[src/rtl/corrimiento_l_norm_pkg.sv]
// Shared single-precision field widths, pack constants and normalizer FSM states.
package corrimiento_l_norm_pkg;

  localparam int EXP_W = 8;
  localparam int MAN_W = 23;
  localparam int SUM_W = 25;

  localparam logic [EXP_W-1:0] EXP_MAX     = 8'hFF;
  localparam logic [31:0]      FP_POS_ZERO = 32'h0000_0000;
  localparam logic [30:0]      FP_INF_MAG  = 31'h7F80_0000;

  typedef enum logic [1:0] {
    IDLE  = 2'd0,
    EVAL  = 2'd1,
    SHIFT = 2'd2,
    DONE  = 2'd3
  } norm_state_t;

  function automatic logic [31:0] pack_fp(input logic s,
                                          input logic [EXP_W-1:0] e,
                                          input logic [MAN_W-1:0] f);
    return {s, e, f};
  endfunction

endpackage

[src/rtl/corrimiento_l_norm.sv]
// Post-addition normalizer: one right shift on carry-out, otherwise one left
// shift per cycle until the hidden bit is set, then packs an IEEE-754 single.
module corrimiento_l_norm
  import corrimiento_l_norm_pkg::*;
(
  input  logic             clk,
  input  logic             rst,
  input  logic             start,
  input  logic             sign_in,
  input  logic [EXP_W-1:0] exp_in,
  input  logic [SUM_W-1:0] man_in,
  output logic             busy,
  output logic             done,
  output logic [31:0]      result,
  output logic             ovf,
  output logic             unf
);

  norm_state_t      state_q, state_d;
  logic             sign_q, sign_d;
  logic [EXP_W-1:0] exp_q, exp_d;
  logic [SUM_W-1:0] man_q, man_d;
  logic [31:0]      result_d;
  logic             ovf_d, unf_d;
  logic             res_load;

  logic [SUM_W-1:0] man_rsh, man_lsh;
  logic [EXP_W-1:0] exp_inc, exp_dec;

  assign man_rsh = man_q >> 1;
  assign man_lsh = man_q << 1;
  assign exp_inc = exp_q + 8'd1;
  assign exp_dec = exp_q - 8'd1;

  // NOTE: every output of this block gets a default first, so no path can
  // leave a variable unassigned and infer a latch.
  always_comb begin
    state_d  = state_q;
    sign_d   = sign_q;
    exp_d    = exp_q;
    man_d    = man_q;
    result_d = result;
    ovf_d    = 1'b0;
    unf_d    = 1'b0;
    res_load = 1'b0;

    unique case (state_q)
      IDLE: begin
        if (start) begin
          sign_d  = sign_in;
          exp_d   = exp_in;
          man_d   = man_in;
          state_d = EVAL;
        end
      end

      EVAL: begin
        state_d  = DONE;
        res_load = 1'b1;
        if (exp_q == EXP_MAX) begin
          result_d = {sign_q, FP_INF_MAG};
          ovf_d    = 1'b1;
        end else if (man_q == '0) begin
          result_d = FP_POS_ZERO;
        end else if (exp_q == '0) begin
          result_d = {sign_q, 31'h0};
          unf_d    = 1'b1;
        end else if (man_q[SUM_W-1]) begin
          man_d = man_rsh;
          exp_d = exp_inc;
          if (exp_inc == EXP_MAX) begin
            result_d = {sign_q, FP_INF_MAG};
            ovf_d    = 1'b1;
          end else begin
            result_d = pack_fp(sign_q, exp_inc, man_rsh[MAN_W-1:0]);
          end
        end else if (man_q[MAN_W]) begin
          result_d = pack_fp(sign_q, exp_q, man_q[MAN_W-1:0]);
        end else begin
          // Hidden bit clear: hand off to the one-bit-per-cycle left shifter.
          state_d  = SHIFT;
          res_load = 1'b0;
        end
      end

      SHIFT: begin
        man_d = man_lsh;
        exp_d = exp_dec;
        if (exp_dec == '0 && !man_lsh[MAN_W]) begin
          result_d = {sign_q, 31'h0};
          unf_d    = 1'b1;
          res_load = 1'b1;
          state_d  = DONE;
        end else if (man_lsh[MAN_W]) begin
          result_d = pack_fp(sign_q, exp_dec, man_lsh[MAN_W-1:0]);
          res_load = 1'b1;
          state_d  = DONE;
        end
      end

      DONE: state_d = IDLE;

      default: state_d = IDLE;
    endcase
  end

  // NOTE: state registers use non-blocking assignments so every flop samples
  // the pre-edge values; the synchronous reset clears all of them, including
  // the working registers, so an aborted operation leaves nothing behind.
  always_ff @(posedge clk) begin
    if (rst) begin
      state_q <= IDLE;
      sign_q  <= 1'b0;
      exp_q   <= '0;
      man_q   <= '0;
      result  <= '0;
      ovf     <= 1'b0;
      unf     <= 1'b0;
    end else begin
      state_q <= state_d;
      sign_q  <= sign_d;
      exp_q   <= exp_d;
      man_q   <= man_d;
      if (res_load) begin
        result <= result_d;
        ovf    <= ovf_d;
        unf    <= unf_d;
      end
    end
  end

  assign busy = (state_q != IDLE);
  assign done = (state_q == DONE);

endmodule
[config.mk]
export PLATFORM = sky130hd
export DESIGN_NAME = corrimiento_l_norm
export DESIGN_NICKNAME = d
export VERILOG_FILES = /design/src/rtl/corrimiento_l_norm_pkg.sv /design/src/rtl/corrimiento_l_norm.sv
export SDC_FILE = /design/constraint.sdc
export NUM_CORES = 1
export LEC_CHECK = 0
export ABC_AREA = 1
export BUFFER_PORTS_ARGS = -buffer_cell sky130_fd_sc_hd__buf_2
export CORE_MARGIN = 2
export CORE_UTILIZATION = 52
export DETAILED_ROUTE_END_ITERATION = 12
export PLACE_DENSITY_LB_ADDON = 0.1
export SYNTH_ARGS = -nofsm -noshare
export SYNTH_HDL_FRONTEND = slang
export SYNTH_SLANG_ARGS = --single-unit
[constraint.sdc]
create_clock -name clk -period 2.2 [get_ports clk]
set_clock_uncertainty 0.2 [all_clocks]
set_input_delay 0.44 -clock clk [delete_from_list [all_inputs] [get_ports clk]]
set_output_delay 0.44 -clock clk [all_outputs]
set_load 0.02 [all_outputs]
==> run_results.csv <==
group,metric,value,unit
outcome,outcome,"finished, violations left",
outcome,violations,"setup timing",
job,max_cap_viol_count,0,
synthesis,yosysWarnings,0,
synthesis,yosys.area_share.adder,2.557,%
clock_network,cts_tree,"built",
finish,area_delta_synth_final,42.50,%
clock_network,path_clk_slew,80,ps
floorplan,die_area,10200,sq um
synthesis,ys_async_sr_fraction,0,%
synthesis,synth_cells,851,
floorplan,initial_core_util,53.21,%
finish,diodes,0,
power,powerDensity,1811,nW/um^2
detailed_routing,routed_wl,17190,um
finish,post-route-util,75.82,%
global_routing,grtUsageTotal,31.65,%
placed_design,gp_congestion,0.9614,
synthesis,synth_edf_count,0,
global_routing,antenna_found_initial,0,
clock_network,cts-root-buf,"clkbuf_8",
sta,finalHoldViolCount,0,
synthesis,ys_types,33,
sta,finalWorstSetupSlack,-162.9,ps
synthesis,synth_seq_cells,70,
floorplan,core,9196,sq um
placed_design,placed_cells,1061,
sta,setup_tns,-3835,ps
clock_network,clockBufferDepth,2,
critical_path,worst-setup-path-type,"reg -> reg",
synthesis,yosys_most_used_dff,"dfxtp_1",
clock_network,cts_made_buffers,9,
finish,fillCellCount,741,
critical_path,worstPathMaxFanout,7,
detailed_routing,dr.pass1.iters,5,
synthesis,synth_compound_area_share,11.74,%
floorplan,num_rows,35,
synthesis,synth_seq_area_share,28.64,%
sta,period_share,107.4,%
global_routing,grt_pass1_vias,5345,
sta,setup_viol,43,
floorplan,pin_count,73,
sta,max_freq,423.2,MHz
critical_path,crit_start,"exp_q[2]$_SDFFE_PP0P_",
critical_path,required,2300,ps
floorplan,die_h,101.0,um
critical_path,cp-end-kind,"flip-flop",
synthesis,syn_nets,898,
detailed_routing,wire_per_inst,15.52,um
detailed_routing,vias,6161,
critical_path,reg2reg_depth,16,
synthesis,synthXorXnorAreaFrac,0.3580,%
finish,fin_cells,1108,
floorplan,dieWidth,101.0,um
global_routing,grt_pass1_wl,25670,um
critical_path,worstPathArrival,2460,ps
sta,worst_slew_pin_slew,507.3,ps
finish,layout.nets,1040,
critical_path,ff2ff_setup_slack,-160,ps
clock_network,clkLatencyLatePin,360,ps
global_routing,grt_remaining_overflow,0,
detailed_routing,drc,0,
placed_design,placed_area,5846,sq um
critical_path,crit_end,"result[10]$_SDFFE_PP0P_",
clock_network,cts_sinks,70,
synthesis,synth.area.mux_share,0,%
synthesis,synth_top_family_by_area,"simple AND/OR/NAND/NOR gates",
critical_path,r2r_start,"exp_q[2]$_SDFFE_PP0P_",
finish,drive_gt1_share,33.40,%
detailed_routing,drt_iter0_markers,374,
synthesis,avgSynthCellArea,5.750,sq um
sta,period_needed,2363,ps
finish,stdcell_area,6973,sq um
placed_design,dp_hpwl,11100,um
sta,slew_headroom,66.18,%
sta,slew_violations,0,
critical_path,worstSetupStartpointType,"flip-flop",
global_routing,grt_max_degree,39,
detailed_routing,drtAntennaViolNets,0,
synthesis,syn_area,4893,sq um
critical_path,reg2reg_to,"result[10]$_SDFFE_PP0P_",
placed_design,port_buffers,72,
power,leakage,3.511,nW
placed_design,dp_slack,-113.2,ps
synthesis,synth-simple-area-share,45.44,%
power,ir_drop,1.343,mV
detailed_routing,viasPerCell,5.560,
clock_network,cts_max_level,3,
sta,rsz0062_at_grt,"true",
hold_path,min_path_type,"in -> reg",
==> flip-flops by register name, indices dropped and copies added, names as in the netlist <==
register and flops:
man_q 25, exp_q 8, sign_q 1, unf 1, result 32, ovf 1
state_q 2
==> worst min-delay path by stage <==
stage	from	end	depth (start not counted)
floorplan	sign_q$_SDFFE_PP0P_	sign_q$_SDFFE_PP0P_	2
global placement	ovf$_SDFFE_PP0P_	ovf$_SDFFE_PP0P_	2
detailed placement	result[31]$_SDFFE_PP0P_	result[31]$_SDFFE_PP0P_	2
CTS	sign_in	sign_q$_SDFFE_PP0P_	3
global route	sign_in	sign_q$_SDFFE_PP0P_	3
finish	sign_in	sign_q$_SDFFE_PP0P_	3
==> power breakdown <==
| part | switching (mW) | internal [mW] | total, mW |
|---|---|---|---|
| Sequential | 0.325 | 1.80 | 2.13 |
| Clock | 0.523 | 0.401 | 0.924 |
| Combinational | 5.66 | 3.92 | 9.58 |
==> metrics by stage <==
| step | power [mW] | hold slack (ps) |
|---|---|---|
| finish | 12.63 | 133.7 |
| global route | 13.46 | 168.9 |
| CTS | 11.04 | 131.4 |
| detailed placement | 9.349 | 268.6 |
| global placement | 9.246 | 254.6 |
| floorplan | 6.728 | 235.4 |
==> synth_stat cells, drive strengths merged, types with 2 or more instances <==
cell type / instances / share of area [%]
a21boi: 3 / 0.46
a21oi: 45 / 4.6
a31oi: 2 / 0.26
buf: 26 / 3.4
clkbuf: 27 / 2.1
dfxtp: 70 / 29
ha: 10 / 2.6
inv: 75 / 5.8
nand2: 339 / 26
nand3: 80 / 8.3
nand4: 11 / 1.4
nor2: 104 / 8.6
nor3: 8 / 0.82
o211ai: 18 / 2.8
o21ai: 19 / 1.9
o221ai: 2 / 0.36
o22ai: 3 / 0.38
o311ai: 2 / 0.36
==> placed cells by master (no fill, tap or decap), drive strengths merged, types with 2 or more instances in the layout <==
cell type and instances:
o21ai 19, a21oi 45, clkbuf 12, nor3 8, nand3 80, buf 181
o22ai 3, a21boi 3, clkinv 3, o211ai 18, inv 77, o311ai 2
dfxtp 70, clkinvlp 2, nor2 104, o221ai 2, ha 10, nand2 339
a31oi 2, nand4 11
==> what timing repair did <==
item | in CTS | in global routing
gates resized for setup | 54 | 115
gates cloned | 5 | 6
buffers inserted | 15 | 8
pin swaps | 20 | 40
hold buffers | 0 | 0
setup endpoints to repair | 35 | 69
==> layer usage <==
layer	track usage (%)	vias up	wire length, um
met4	9.044	0	371
li1	-	2984	-
met3	5.617	40	1587
met2	48.67	328	7657
met1	45.35	2809	7576
met5	0	-	0
==> cells by family after synthesis <==
family          count (synthesis)
xor+xnor                        2
simple gates                  543
buf+inv                       129
fa+ha+maj                      10
compound gates                 97
flops                          70
==> critical path: stages (launching register included) <==
cell and delay [ps]:
dfxtp_4 360, buf_12 130, nor2_4 210, nand3_2 100, nand2_1 80, nand2_2 80
nor2_4 140, nand3_2 110, nand3_2 100, nand2_2 60, inv_2 80, nand3_4 110
buf_12 180, buf_16 140, nand2_1 70, nand2_1 60, nor2_1 90
==> area by class of cell <==
class                   instances  area, sq um  area share, %
clock buffers                   9        123.9          1.776
clock inverters                 6        37.54         0.5383
inverters                      76        291.5          4.181
multi-input cells             652         3468          49.74
flip-flops and latches         70         1414          20.28
well taps                     111        138.9          1.992
repair buffers                184         1499          21.50
(Power assumes the default switching activity.)
